`config.mk`:
```
export PLATFORM = sky130hd
export DESIGN_NAME = i2d_bus_arb
export DESIGN_NICKNAME = d
export VERILOG_FILES = /design/src/rtl/i2d_bus_arb.sv
export SDC_FILE = /design/constraint.sdc
export NUM_CORES = 1
export LEC_CHECK = 0
export CAP_MARGIN = 5
export CORE_MARGIN = 5
export CORE_UTILIZATION = 40
export CTS_CLUSTER_DIAMETER = 50
export DETAILED_ROUTE_END_ITERATION = 7
export PLACE_DENSITY = 0.77
export SETUP_SLACK_MARGIN = 0.15
export SLEW_MARGIN = 10
export SYNTH_ARGS = -nofsm -noshare
export SYNTH_HDL_FRONTEND = slang
export SYNTH_SLANG_ARGS = --single-unit
```
`constraint.sdc`:
```
create_clock -name clk -period 5.69 [get_ports clk]
set_clock_uncertainty 0.1 [all_clocks]
set_input_delay 0.569 -clock clk [delete_from_list [all_inputs] [get_ports clk]]
set_output_delay 0.569 -clock clk [all_outputs]
set_load 0.01 [all_outputs]
```
`src/rtl/i2d_bus_arb.sv`:
```
// ---------------------------------------------------------------------------
// i2d_bus_arb
//
// Shares the single Wishbone master port of the i2d core between the
// instruction-fetch unit (IF) and the load/store unit (LS). Round-robin
// arbitration with one outstanding transaction at a time. Slave retries are
// tolerated up to MAX_RETRY times, and a silent slave is abandoned after
// TIMEOUT strobe cycles. The outcome is returned to the winning requester as a
// one-cycle ack or err pulse.
//
// Ports
//   clk, rst                      clock; asynchronous active-high reset
//   if_req/if_adr                 IF read request and fetch address
//   if_dat/if_ack/if_err          IF read data, completion, failure
//   ls_req/ls_we/ls_sel/ls_adr    LS request, direction, lanes, address
//   ls_wdat                       LS write data
//   ls_rdat/ls_ack/ls_err         LS read data, completion, failure
//   cyc_o/stb_o/we_o/sel_o        Wishbone master control
//   adr_o/dat_o                   Wishbone address and write data
//   dat_i/ack_i/rty_i/err_i       Wishbone slave data and responses
// ---------------------------------------------------------------------------
module i2d_bus_arb #(
    parameter int MAX_RETRY = 4,
    parameter int TIMEOUT   = 255    // 1..255, counter is 8 bits
) (
    input  logic        clk,
    input  logic        rst,
    // instruction-fetch requester
    input  logic        if_req,
    input  logic [31:0] if_adr,
    output logic [31:0] if_dat,
    output logic        if_ack,
    output logic        if_err,
    // load/store requester
    input  logic        ls_req,
    input  logic        ls_we,
    input  logic [3:0]  ls_sel,
    input  logic [31:0] ls_adr,
    input  logic [31:0] ls_wdat,
    output logic [31:0] ls_rdat,
    output logic        ls_ack,
    output logic        ls_err,
    // Wishbone master port
    output logic        cyc_o,
    output logic        stb_o,
    output logic        we_o,
    output logic [3:0]  sel_o,
    output logic [31:0] adr_o,
    output logic [31:0] dat_o,
    input  logic [31:0] dat_i,
    input  logic        ack_i,
    input  logic        rty_i,
    input  logic        err_i
);

    localparam int              RCW       = $clog2(MAX_RETRY + 1);
    localparam logic [RCW-1:0]  RTY_LIMIT = RCW'(MAX_RETRY);
    localparam logic [7:0]      TMO_LAST  = 8'(TIMEOUT - 1);

    typedef enum logic [1:0] {
        S_IDLE,
        S_BUS,
        S_RETRY,
        S_DONE
    } state_t;

    // The owner register is both the current winner and the last_grant used
    // for the round-robin tie break.
    typedef enum logic {
        OWN_IF = 1'b0,
        OWN_LS = 1'b1
    } owner_t;

    state_t         state;
    owner_t         owner;
    logic [RCW-1:0] rty_cnt;
    logic [7:0]     tmo_cnt;

    logic pick_ls;
    logic resp_ack;
    logic resp_rty;
    logic no_resp;
    logic bus_fail;

    // LS wins when it is the only requester, or on a tie when IF was granted last.
    assign pick_ls  = ls_req & (~if_req | (owner == OWN_IF));

    // Response priority err_i > ack_i > rty_i.
    assign resp_ack = ack_i & ~err_i;
    assign resp_rty = rty_i & ~ack_i & ~err_i;
    assign no_resp  = ~(ack_i | rty_i | err_i);

    // Any of: slave error, retry budget exhausted, silent slave at the timeout.
    assign bus_fail = err_i
                    | (resp_rty & (rty_cnt == RTY_LIMIT))
                    | (no_resp  & (tmo_cnt == TMO_LAST));

    // NOTE: all state is updated with non-blocking assignments so every branch
    // sees the pre-edge values; the datapath registers are reset too because
    // every output must read 0 while rst is high.
    always_ff @(posedge clk or posedge rst) begin
        if (rst) begin
            state   <= S_IDLE;
            owner   <= OWN_IF;
            rty_cnt <= '0;
            tmo_cnt <= '0;
            cyc_o   <= 1'b0;
            stb_o   <= 1'b0;
            we_o    <= 1'b0;
            sel_o   <= '0;
            adr_o   <= '0;
            dat_o   <= '0;
            if_dat  <= '0;
            if_ack  <= 1'b0;
            if_err  <= 1'b0;
            ls_rdat <= '0;
            ls_ack  <= 1'b0;
            ls_err  <= 1'b0;
        end else begin
            // Completion flags are pulses: cleared every cycle unless BUS
            // sets one on its way into DONE.
            if_ack <= 1'b0;
            if_err <= 1'b0;
            ls_ack <= 1'b0;
            ls_err <= 1'b0;

            case (state)
                S_IDLE: begin
                    if (if_req | ls_req) begin
                        if (pick_ls) begin
                            owner <= OWN_LS;
                            we_o  <= ls_we;
                            sel_o <= ls_sel;
                            adr_o <= ls_adr;
                            dat_o <= ls_wdat;
                        end else begin
                            // Instruction fetches are always full-word reads.
                            owner <= OWN_IF;
                            we_o  <= 1'b0;
                            sel_o <= 4'hF;
                            adr_o <= if_adr;
                            dat_o <= '0;
                        end
                        cyc_o   <= 1'b1;
                        stb_o   <= 1'b1;
                        rty_cnt <= '0;
                        tmo_cnt <= '0;
                        state   <= S_BUS;
                    end
                end

                S_BUS: begin
                    if (bus_fail) begin
                        if (owner == OWN_LS) ls_err <= 1'b1;
                        else                 if_err <= 1'b1;
                        cyc_o <= 1'b0;
                        stb_o <= 1'b0;
                        state <= S_DONE;
                    end else if (resp_ack) begin
                        if (owner == OWN_LS) begin
                            ls_rdat <= dat_i;
                            ls_ack  <= 1'b1;
                        end else begin
                            if_dat  <= dat_i;
                            if_ack  <= 1'b1;
                        end
                        cyc_o <= 1'b0;
                        stb_o <= 1'b0;
                        state <= S_DONE;
                    end else if (resp_rty) begin
                        // Keep the cycle, drop the strobe for one cycle.
                        rty_cnt <= rty_cnt + 1'b1;
                        stb_o   <= 1'b0;
                        state   <= S_RETRY;
                    end else begin
                        tmo_cnt <= tmo_cnt + 8'd1;
                    end
                end

                S_RETRY: begin
                    stb_o   <= 1'b1;
                    tmo_cnt <= '0;
                    state   <= S_BUS;
                end

                S_DONE: begin
                    state <= S_IDLE;
                end

                default: begin
                    state <= S_IDLE;
                end
            endcase
        end
    end

endmodule

```
==> results by group, run 1 <==
Synth
  • Synth cell types: 36
  • Top FF cell, synth: dfrtp_1
  • Syn. warnings: 0
  • Syn Nets: a little over 600
  • Seq/Total Area, Yosys: roughly three fifths
  • Post-synth EDFFs: 0
  • Post-Syn Instances: approximately 470
  • Ys async rst share: between 90% and 100%
  • Synth Area per Inst: approximately 13 µm²
  • Post-Synthesis Cell Area: approximately 0.0063 mm²
  • Post-synthesis register bit count: 153

Hold path
  • Min-delay src: adr_o[29]
  • Hold Crit Endpoint: adr_o[29]
  • Hold crit path type: reg2reg
  • Hold depth: 2

CTS
  • Setup Fix Bufs, Post-CTS: 0
  • Hold-fix buffers at CTS: 0
  • Worst-skew pair later-pin latency: ~0.41 ns
  • Htree depth: 4
  • Clk slew on worst S/H paths: around 0.060 ns
  • # resized after CTS: 0
  • CTS Buf Count: 17
  • Clk sinks: ~150
  • CTS max path bufs: 2
  • TritonCTS clock tree: done
  • Root Driver: clkbuf_16

Final layout
  • Post-layout util: a little under two thirds
  • Layout Cells excl Fill: just under 1000
  • Share of layout cells above drive strength 1: between 10% and 20%
  • Final #Nets: roughly 880
  • FILL cells: 1161
  • Area delta synth->final: 56.06%
  • Ant diodes: 0

Pwr
  • Power Density: roughly 530 mW/mm²
  • Max VDD drop: around 0.26 mV
  • Leakage Power: 4.330 nW
  • Total power: roughly 5.2 mW

Setup path
  • CP required: 5.93 ns
  • Reg2Reg Setup Slack: roughly 3.2 ns
  • Critical Path End Type: flop
  • Critical Path AT: about 2.9 ns
  • Setup Crit Path Kind: in2reg
  • Critical R2R Capture: dat_o[0]
  • Reg-to-reg startpoint: owner
  • Crit Path Max Fanout: 34
  • Setup crit start kind: input pin
  • Worst Reg-to-Reg Cells: 4

STA
  • Setup TNS Final: 0 ns
  • RSZ-0062 raised after global routing: false
  • Max Slew Vio Count: 0
  • Fin. Hold Viols: 0
  • Final worst path period share: a little under half
  • Slew headroom: 27.59%
  • FMAX: roughly 380 MHz
  • Slew of the pin with the lowest slew margin: about 1.1 ns
  • Setup violations, final: 0
  • WHS: 0.3750 ns
  • Fin crit period: around 2.6 ns

Floorplanning
  • Row count: between 40 and 50
  • Die height: ~140 µm
  • Starting Density: between 40% and 50%
  • Die Area: 0.01829 mm²
  • DIE WIDTH: roughly 140 µm
  • I/O pin count: 279
  • Core area: ~0.015 mm²

Placed design
  • Post-DP HPWL: 13.06 mm
  • Number of port buffers: 278
  • RePlAce Congestion: around 0.8
  • Post-placement cell count: around 930

Global routing
  • Largest net degree at the start of global routing: between 100 and 150
  • Vias in the first global route: 5043
  • Total Routing Usage GR: between 10% and 20%
  • Overflow after GRT: 0
  • Initial antenna violation count: 0
  • First-pass GRT wire length: about 27 mm

Detailed routing
  • Wire per inst: 17.82 µm
  • Final WL: 17.18 mm
  • Iter 0 DRT Violations: 169
  • Drt drc: 0
  • 1st-pass router iterations: 4
  • Antenna-violating nets left: 0
  • Routed vias/inst: between 4 and 5
  • Via count: 4692

Outcome
  • Status: finished, final reports clean

Run
  • Max-Cap Viols: 0
[per-stage QoR]
| step | cell area [µm²] | worst slack [ns] |
|---|---|---|
| 3_3_place_gp | 9224 | 2.679 |
| 4_1_cts | 9791 | 3.024 |
| 5_1_grt | 9791 | 2.855 |
| 3_5_place_dp | 9224 | 2.573 |
| 2_1_floorplan | 6274 | 0.8996 |
| 6_report | 9791 | 3.053 |
[flip-flops by register name, summed over array words and instances (netlist names), 2 cells and up]
name / cells
adr_o: 32
dat_o: 32
if_dat: 32
ls_rdat: 32
tmo_cnt: 8
sel_o: 4
rty_cnt: 3
state: 2
[metal layers]
metal	global-route usage [%]	share of wire, %	vias up
li1	-	-	2208
met1	22.68	40	2247
met2	31.06	48	214
met3	7.578	10	23
met4	5.823	1.7	0
met5	0	0	-
[worst max-delay path: stages]
cell and delay (ns):
clkdlybuf4s50_1 0.48, a21boi_4 0.16, buf_4 0.47, and2_1 0.93, a22o_1 0.26
[report_power, final]
group          internal [mW]  switching, mW
sequential              1.58          0.304
combinational           1.33          0.878
clock                  0.609          0.464
total                   3.52           1.65
[area by class of cell]
cell class / instances / area (µm²) / share of cell area (%)
well taps: 211 / 264.0 / 2.696
inverters: 8 / 35.03 / 0.3578
flip-flops and latches: 153 / 3829 / 39.11
clock inverters: 15 / 141.4 / 1.444
repair buffers: 282 / 2813 / 28.73
multi-input cells: 278 / 2283 / 23.32
clock buffers: 17 / 425.4 / 4.345
[how the worst max path moves through the flow]
stage,from,endpoint
final,ls_req,dat_o[0]
after global routing,ls_req,dat_o[20]
after CTS,ls_req,dat_o[0]
after detailed placement,ls_req,dat_o[0]
after global placement,ls_req,dat_o[0]
after floorplan,rst,adr_o[0]
[Yosys cell counts (3+ instances only)]
library cell    n  area (µm²)
dfrtp_1       153        3829
nand2_1        42       157.7
o21ai_0        37       185.2
a22o_1         36       315.3
mux2i_1        33       330.3
mux2_4         29       435.4
mux2_2         27       304.0
buf_2          12       60.06
mux2_1         10       112.6
nand3_1         9       45.04
clkbuf_1        8       30.03
inv_1           8       30.03
nor2_1          7       26.28
a21oi_1         4       20.02
ha_1            4       50.05
o22a_1          4       35.03
or3_1           4       25.02
and2_1          3       18.77
buf_4           3       22.52
buf_6           3       33.78
nand2b_1        3       18.77
nand4_1         3       18.77
nor3_1          3       15.01
[kinds of logic after synthesis]
kind of cell,Yosys count,synth area share (%)
AND/OR/NAND/NOR,80,5.844
XOR/XNOR,1,0.1396
buffers and inverters,34,2.812
flip-flops,153,61.03
adder cells (fa/ha/maj),4,0.7978
multiplexers,99,18.85
AO/OA/AOI/OAI,94,10.53
[cell usage in the layout, fill, tap and decap left out, types with 5 or more instances in the layout]
master,synthesis,layout
a22o_1,36,36
clkbuf_16,0,17
clkdlybuf4s50_1,0,278
clkinvlp_4,0,5
dfrtp_1,153,153
inv_1,8,7
inv_6,0,5
mux2_1,10,10
mux2_2,27,27
mux2_4,29,29
mux2i_1,33,33
nand2_1,42,41
nand3_1,9,9
nor2_1,7,7
o21ai_0,37,37
Power figures use the tool's default switching activity.
==> run 2, diff against run 1 <==
CORE_UTILIZATION = 38   (was 40)
clock period = 2.2 ns   (was 5.69 ns; I/O delays follow)
==> run 2 against run 1 <==
Worst setup slack got worse by 2.7 ns; total power rose to 2.6 times the previous value; critical path depth rose by 2; clock-buffer cell count rose by 1; routed wire length fell by 2.2%; flip-flop and latch count did not move; non-clock buffer count rose by 8; worst hold slack got worse by 0.20 ns; largest cell class unchanged.
==> results by group, run 2 (same netlist as run 1, synthesis figures left out) <==
CTS
  • Worst-skew pair later-pin latency: 0.41 ns (about the same)
  • Clk sinks: 153 (unchanged)
  • # resized after CTS: 0 (unchanged)
  • Hold-fix buffers at CTS: 0 (unchanged)
  • Clk slew on worst S/H paths: 0.06 ns (about the same)
  • Htree depth: 4 (unchanged)
  • CTS max path bufs: 2 (unchanged)
  • Root Driver: clkbuf_16
  • TritonCTS clock tree: done
  • Setup Fix Bufs, Post-CTS: 0 (unchanged)
  • CTS Buf Count: 17 (unchanged)

Global routing
  • Total Routing Usage GR: 17.32% (-1.5 points)
  • Initial antenna violation count: 0 (unchanged)
  • Vias in the first global route: 5180 (+2.7%)
  • Overflow after GRT: 0 (unchanged)
  • Largest net degree at the start of global routing: 99 (-3.9%)
  • First-pass GRT wire length: 26.88 mm (-0.59%)

Floorplanning
  • Core area: 0.01641 mm² (+7.1%)
  • Row count: 47 (+4.4%)
  • I/O pin count: 279 (unchanged)
  • Starting Density: 38.24% (-2.7 points)
  • Die Area: 0.01918 mm² (+4.9%)
  • Die height: 138.5 µm (+2.4%)
  • DIE WIDTH: 138.5 µm (+2.4%)

STA
  • Setup violations, final: 0 (unchanged)
  • RSZ-0062 raised after global routing: false
  • Setup TNS Final: 0 ns (unchanged)
  • Fin crit period: 1.892 ns
  • FMAX: 528.7 MHz
  • WHS: 0.1702 ns (-0.2047 ns)
  • Slew headroom: 68.65% (+41 points)
  • Max Slew Vio Count: 0 (unchanged)
  • Final worst path period share: a little under nine tenths
  • Fin. Hold Viols: 0 (unchanged)
  • Slew of the pin with the lowest slew margin: 0.4702 ns (-0.6160 ns)

Final layout
  • Share of layout cells above drive strength 1: 14.19% (+0.91 points)
  • Commonest cells after routing, fill and taps aside: 278 x clkdlybuf4s50_1, 153 x dfrtp_1, 41 x nand2_1
  • Sequential Area: 0.003829 mm² (unchanged)
  • FILL cells: 1227 (+5.7%)
  • Ant diodes: 0 (unchanged)
  • Commonest non-fill, non-tap cell in the layout: clkdlybuf4s50_1
  • Multi-input gate area: 0.002288 mm² (+0.22%)
  • Final #Nets: 892 (+0.90%)
  • Area delta synth->final: 58.64%

Placed design
  • Post-DP HPWL: 12.86 mm (-1.6%)
  • RePlAce Congestion: 0.7968 (-0.16%)
  • Number of port buffers: 278 (unchanged)

Setup path
  • Crit path largest cell delay: 0.43 ns (-0.50 ns)
  • Slowest CP cell: dfrtp_1
  • CP required: 2.40 ns (-3.53 ns)
  • Worst-path cell chain: inv_1 -> ha_1 -> nand4_1 -> o211ai_2 -> buf_4 -> nor3b_1 -> a211o_1
  • Critical Path AT: 2.09 ns (-0.79 ns)
  • Setup Crit Path Kind: reg2reg
  • Critical Path End Type: flop
  • Worst Path Buf+Inv: 2 (unchanged)
  • Largest delay share family, worst path: compound AO/OA/AOI/OAI gates
  • Crit Path Max Fanout: 11 (-68%)
  • Setup crit start kind: flop

Pwr
  • Power Density: 1353 mW/mm² (+160%)
  • Max VDD drop: 0.6501 mV (+150%)
  • Leakage Power: 4.408 nW (+1.8%)

Outcome
  • Status: finished, final reports clean

Run
  • Max-Cap Viols: 0 (unchanged)

Detailed routing
  • Iter 0 DRT Violations: 145 (-14%)
  • Routed vias/inst: 4.886 (+0.38%)
  • 1st-pass router iterations: 5 (+1)
  • Final WL: 16.80 mm (-2.2%)
  • Via count: 4793 (+2.2%)
  • Antenna-violating nets left: 0 (unchanged)
  • Drt drc: 0 (unchanged)
  • Wire per inst: 17.13 µm (-3.9%)

Hold path
  • Hold crit path type: in2async
[run 2: cell types whose count changed in the layout (fill, tap and decap cells not counted)]
cell / previous run / this run
buf_12: 0 / 6
buf_4: 4 / 6
clkinv_4: 2 / 4
clkinvlp_4: 5 / 3
inv_6: 5 / 3
clkbuf_8: 0 / 1
inv_8: 1 / 2
nor2_2: 1 / 0
nor2_4: 0 / 1
[run 2: layer usage]
layer	track usage, %	part of all wire, %	up-vias
met1	21.10	42	2308
met4	6.448	1.9	0
met3	7.286	9.4	27
met5	0	0	-
met2	27.60	47	229
li1	-	-	2229
[run 2: final timing paths]
check	cells after the start	from	to	slack [ns]
setup / recovery	7	tmo_cnt[0]	tmo_cnt[2]	0.31
hold / removal	3	rst	ls_rdat[5]	0.17
setup reg to reg	7	tmo_cnt[0]	tmo_cnt[2]	0.31
hold reg to reg	2	adr_o[8]	adr_o[8]	0.38
max in group asynchronous	3	rst	cyc_o	1.42
min in group clk	2	ls_wdat[8]	dat_o[8]	0.30
[run 2: metrics by stage]
| stage | util [%] | worst slack [ns] | std cells | power [mW] | instance area (µm²) |
|---|---|---|---|---|---|
| final | 60.66 | 0.3084 | 981 | 13.47 | 9952 |
| after global routing | 60.66 | 0.1868 | 981 | 14.22 | 9952 |
| after CTS | 60.66 | 0.2959 | 981 | 13.65 | 9952 |
| after detailed placement | 57.13 | 0.1003 | 949 | 10.75 | 9374 |
| after global placement | 57.13 | 0.1107 | 949 | 10.55 | 9374 |
| after floorplan | - | -0.05093 | 465 | 7.355 | 6277 |
[run 2: worst register-to-register path, cell delays in order, from the launching register on]
cell and delay, ns:
dfrtp_1 0.43, inv_1 0.08, ha_1 0.15, nand4_1 0.17, o211ai_2 0.30, buf_4 0.22, nor3b_1 0.06, a211o_1 0.27
[run 2: area by class of cell]
| class | count | share of cell area, % |
|---|---|---|
| sequential | 153 | 38.47 |
| clock inverter | 14 | 1.396 |
| clock buffer | 18 | 4.413 |
| tap | 220 | 2.766 |
| multi-input combinational | 278 | 22.99 |
| timing repair buffer | 290 | 29.62 |
| inverter | 8 | 0.3395 |
[run 2: power breakdown]
part	leakage (nW)	switching (mW)	internal, mW
clock network	0.281	1.21	1.61
logic	2.22	2.26	3.50
registers	1.91	0.789	4.09
total	4.41	4.26	9.20
==> run 3, diff against run 2 <==
CORE_UTILIZATION = 40   (was 38)
SETUP_SLACK_MARGIN = 0.1   (was 0.15)
clock period = 2.4 ns   (was 2.2 ns; I/O delays follow)
==> run 3 against run 2 <==
Total power fell by 7.2%; cell area fell by 0.29%; critical path depth fell by 3; clock-buffer cell count rose by 6; worst hold slack improved by 0.076 ns; register-to-register slack improved by 0.15 ns.
==> results by group, run 3 (same netlist as run 1, synthesis figures left out) <==
Final layout
  • Post-route cell area: 0.009923 mm² (-0.29%)
  • Commonest non-fill, non-tap cell in the layout: clkdlybuf4s50_1
  • Post-layout util: 64.80% (+4.1 points)
  • Share of layout cells above drive strength 1: 13.46% (-0.74 points)
  • Ant diodes: 0 (unchanged)
  • FILL cells: 1172 (-4.5%)
  • Multi-input gate area: 0.002283 mm² (-0.22%)
  • Area delta synth->final: 58.18%
  • Sequential Area: 0.003829 mm² (unchanged)
  • Final #Nets: 890 (-0.22%)
  • Commonest cells after routing, fill and taps aside: 278 x clkdlybuf4s50_1, 153 x dfrtp_1, 41 x nand2_1

Detailed routing
  • Antenna-violating nets left: 0 (unchanged)
  • Routed vias/inst: 4.889 (about the same)
  • 1st-pass router iterations: 4 (-1)
  • Drt drc: 0 (unchanged)
  • Final WL: 17.28 mm (+2.8%)
  • Iter 0 DRT Violations: 178 (+23%)
  • Via count: 4737 (-1.2%)
  • Wire per inst: 17.83 µm (+4.1%)

Global routing
  • Initial antenna violation count: 0 (unchanged)
  • Overflow after GRT: 0 (unchanged)
  • Largest net degree at the start of global routing: 101 (+2.0%)
  • Total Routing Usage GR: 18.70% (+1.4 points)
  • Vias in the first global route: 4964 (-4.2%)
  • First-pass GRT wire length: 26.80 mm (-0.31%)

Run
  • Max-Cap Viols: 0 (unchanged)

Setup path
  • Reg-to-reg startpoint: state[1]
  • Critical Path AT: 2.13 ns (+0.04 ns)
  • Reg2Reg Setup Slack: 0.46 ns (+0.15 ns)
  • Critical R2R Capture: if_dat[11]
  • CP required: 2.59 ns (+0.19 ns)
  • Setup crit start kind: flop
  • Worst-path cell chain: nand2b_1 -> or3_2 -> buf_4 -> mux2_4
  • Worst Reg-to-Reg Cells: 4 (-3)
  • Critical Path End Type: flop
  • Crit path largest cell delay: 0.46 ns (+0.03 ns)
  • Slowest CP cell: dfrtp_1
  • Setup Crit Path Kind: reg2reg
  • Crit Path Max Fanout: 21 (+10)

Placed design
  • Number of port buffers: 278 (unchanged)
  • Post-DP HPWL: 13.18 mm (+2.5%)
  • RePlAce Congestion: 0.7907 (-0.77%)
  • Post-place instance area: 0.009318 mm² (-0.60%)

Floorplanning
  • Core area: 0.01531 mm² (-6.7%)
  • DIE WIDTH: 135.2 µm (-2.4%)
  • Starting Density: 40.96% (+2.7 points)
  • Row count: 45 (-4.3%)
  • I/O pin count: 279 (unchanged)
  • Die Area: 0.01829 mm² (-4.6%)
  • Die height: 135.2 µm (-2.4%)

STA
  • Setup violations, final: 0 (unchanged)
  • Final worst path period share: 80.85% (-5.1 points)
  • FMAX: 515.3 MHz (-2.5%)
  • Fin crit period: 1.940 ns (+0.04887 ns)
  • Slew of the pin with the lowest slew margin: 0.6522 ns (+0.1821 ns)
  • Fin. Hold Viols: 0 (unchanged)
  • RSZ-0062 raised after global routing: false
  • Setup TNS Final: 0 ns (unchanged)
  • Max Slew Vio Count: 0 (unchanged)
  • Slew headroom: 56.52% (-12 points)

CTS
  • CTS max path bufs: 2 (unchanged)
  • Clk sinks: 153 (unchanged)
  • Root Driver: clkbuf_16
  • Worst-skew pair later-pin latency: 0.41 ns (about the same)
  • CTS Buf Count: 17 (unchanged)
  • Htree depth: 4 (unchanged)
  • Clk slew on worst S/H paths: 0.06 ns (about the same)
  • Hold-fix buffers at CTS: 0 (unchanged)
  • TritonCTS clock tree: done
  • # resized after CTS: 0 (unchanged)
  • Setup Fix Bufs, Post-CTS: 0 (unchanged)

Hold path
  • Hold crit path type: in2async

Pwr
  • Max VDD drop: 0.7575 mV (+17%)
  • Switching pwr: 3.804 mW (-11%)
  • Total power: 12.49 mW (-7.2%)
  • Clock share of power: 21.8% (+0.8 points)
  • Combinational Power Share: 42.4% (-0.4 points)
  • Net Sw Frac: 30.45% (-1.2 points)
  • Internal: 8.690 mW (-5.6%)
  • Leakage Power: 4.406 nW (about the same)
  • Flop pwr share: 35.8% (-0.4 points)
  • Power Density: 1259 mW/mm² (-6.9%)

Outcome
  • Status: finished, final reports clean
## run 3: how the worst max path moves through the flow
stage / slack [ns] / from / to / cells after the start
CTS: 0.47 / state[1] / if_dat[11] / 4
detailed placement: 0.15 / ack_i / if_dat[26] / 5
global placement: 0.19 / err_i / if_dat[26] / 5
floorplan: 0.13 / rst / adr_o[0] / 1
global route: 0.42 / state[1] / if_dat[26] / 4
finish: 0.46 / state[1] / if_dat[11] / 4
## run 3: layout make-up
cell class	count	share of cell area [%]
clock buffer	24	4.955
tap	211	2.660
clock inverter	7	1.147
sequential	153	38.58
multi-input combinational	278	23.01
inverter	8	0.3404
timing repair buffer	288	29.30
## run 3: critical path, delay by kind of cell, from the launching register on
| kind | cells | cell delay [ns] |
|---|---|---|
| simple gates | 2 | 0.64 |
| flops | 1 | 0.46 |
| mux | 1 | 0.35 |
| buf+inv | 1 | 0.27 |
## run 3: stage by stage
stage	hold slack [ns]	setup slack (ns)	instances
after floorplan	0.2660	0.1291	465
after global placement	0.3614	0.1859	938
after detailed placement	0.3691	0.1515	938
after CTS	0.2618	0.4677	969
after global routing	0.3007	0.4163	969
final	0.2459	0.4595	969
## run 3: power groups by stage
stage                     clock network (mW)  registers (mW)  logic, mW
after global routing                    2.90            4.62       5.67
final                                   2.72            4.47       5.30
after global placement                     0            4.45       5.23
after floorplan                            0            4.91       1.83
after CTS                               2.78            4.48       5.38
after detailed placement                   0            4.49       5.37
## run 3: per-layer routing
layer	wire length, µm	vias to the layer above	track usage [%]
li1	-	2219	-
met1	6892	2288	21.92
met2	8494	219	31.78
met3	1741	11	8.284
met4	150	0	4.199
met5	0	-	0
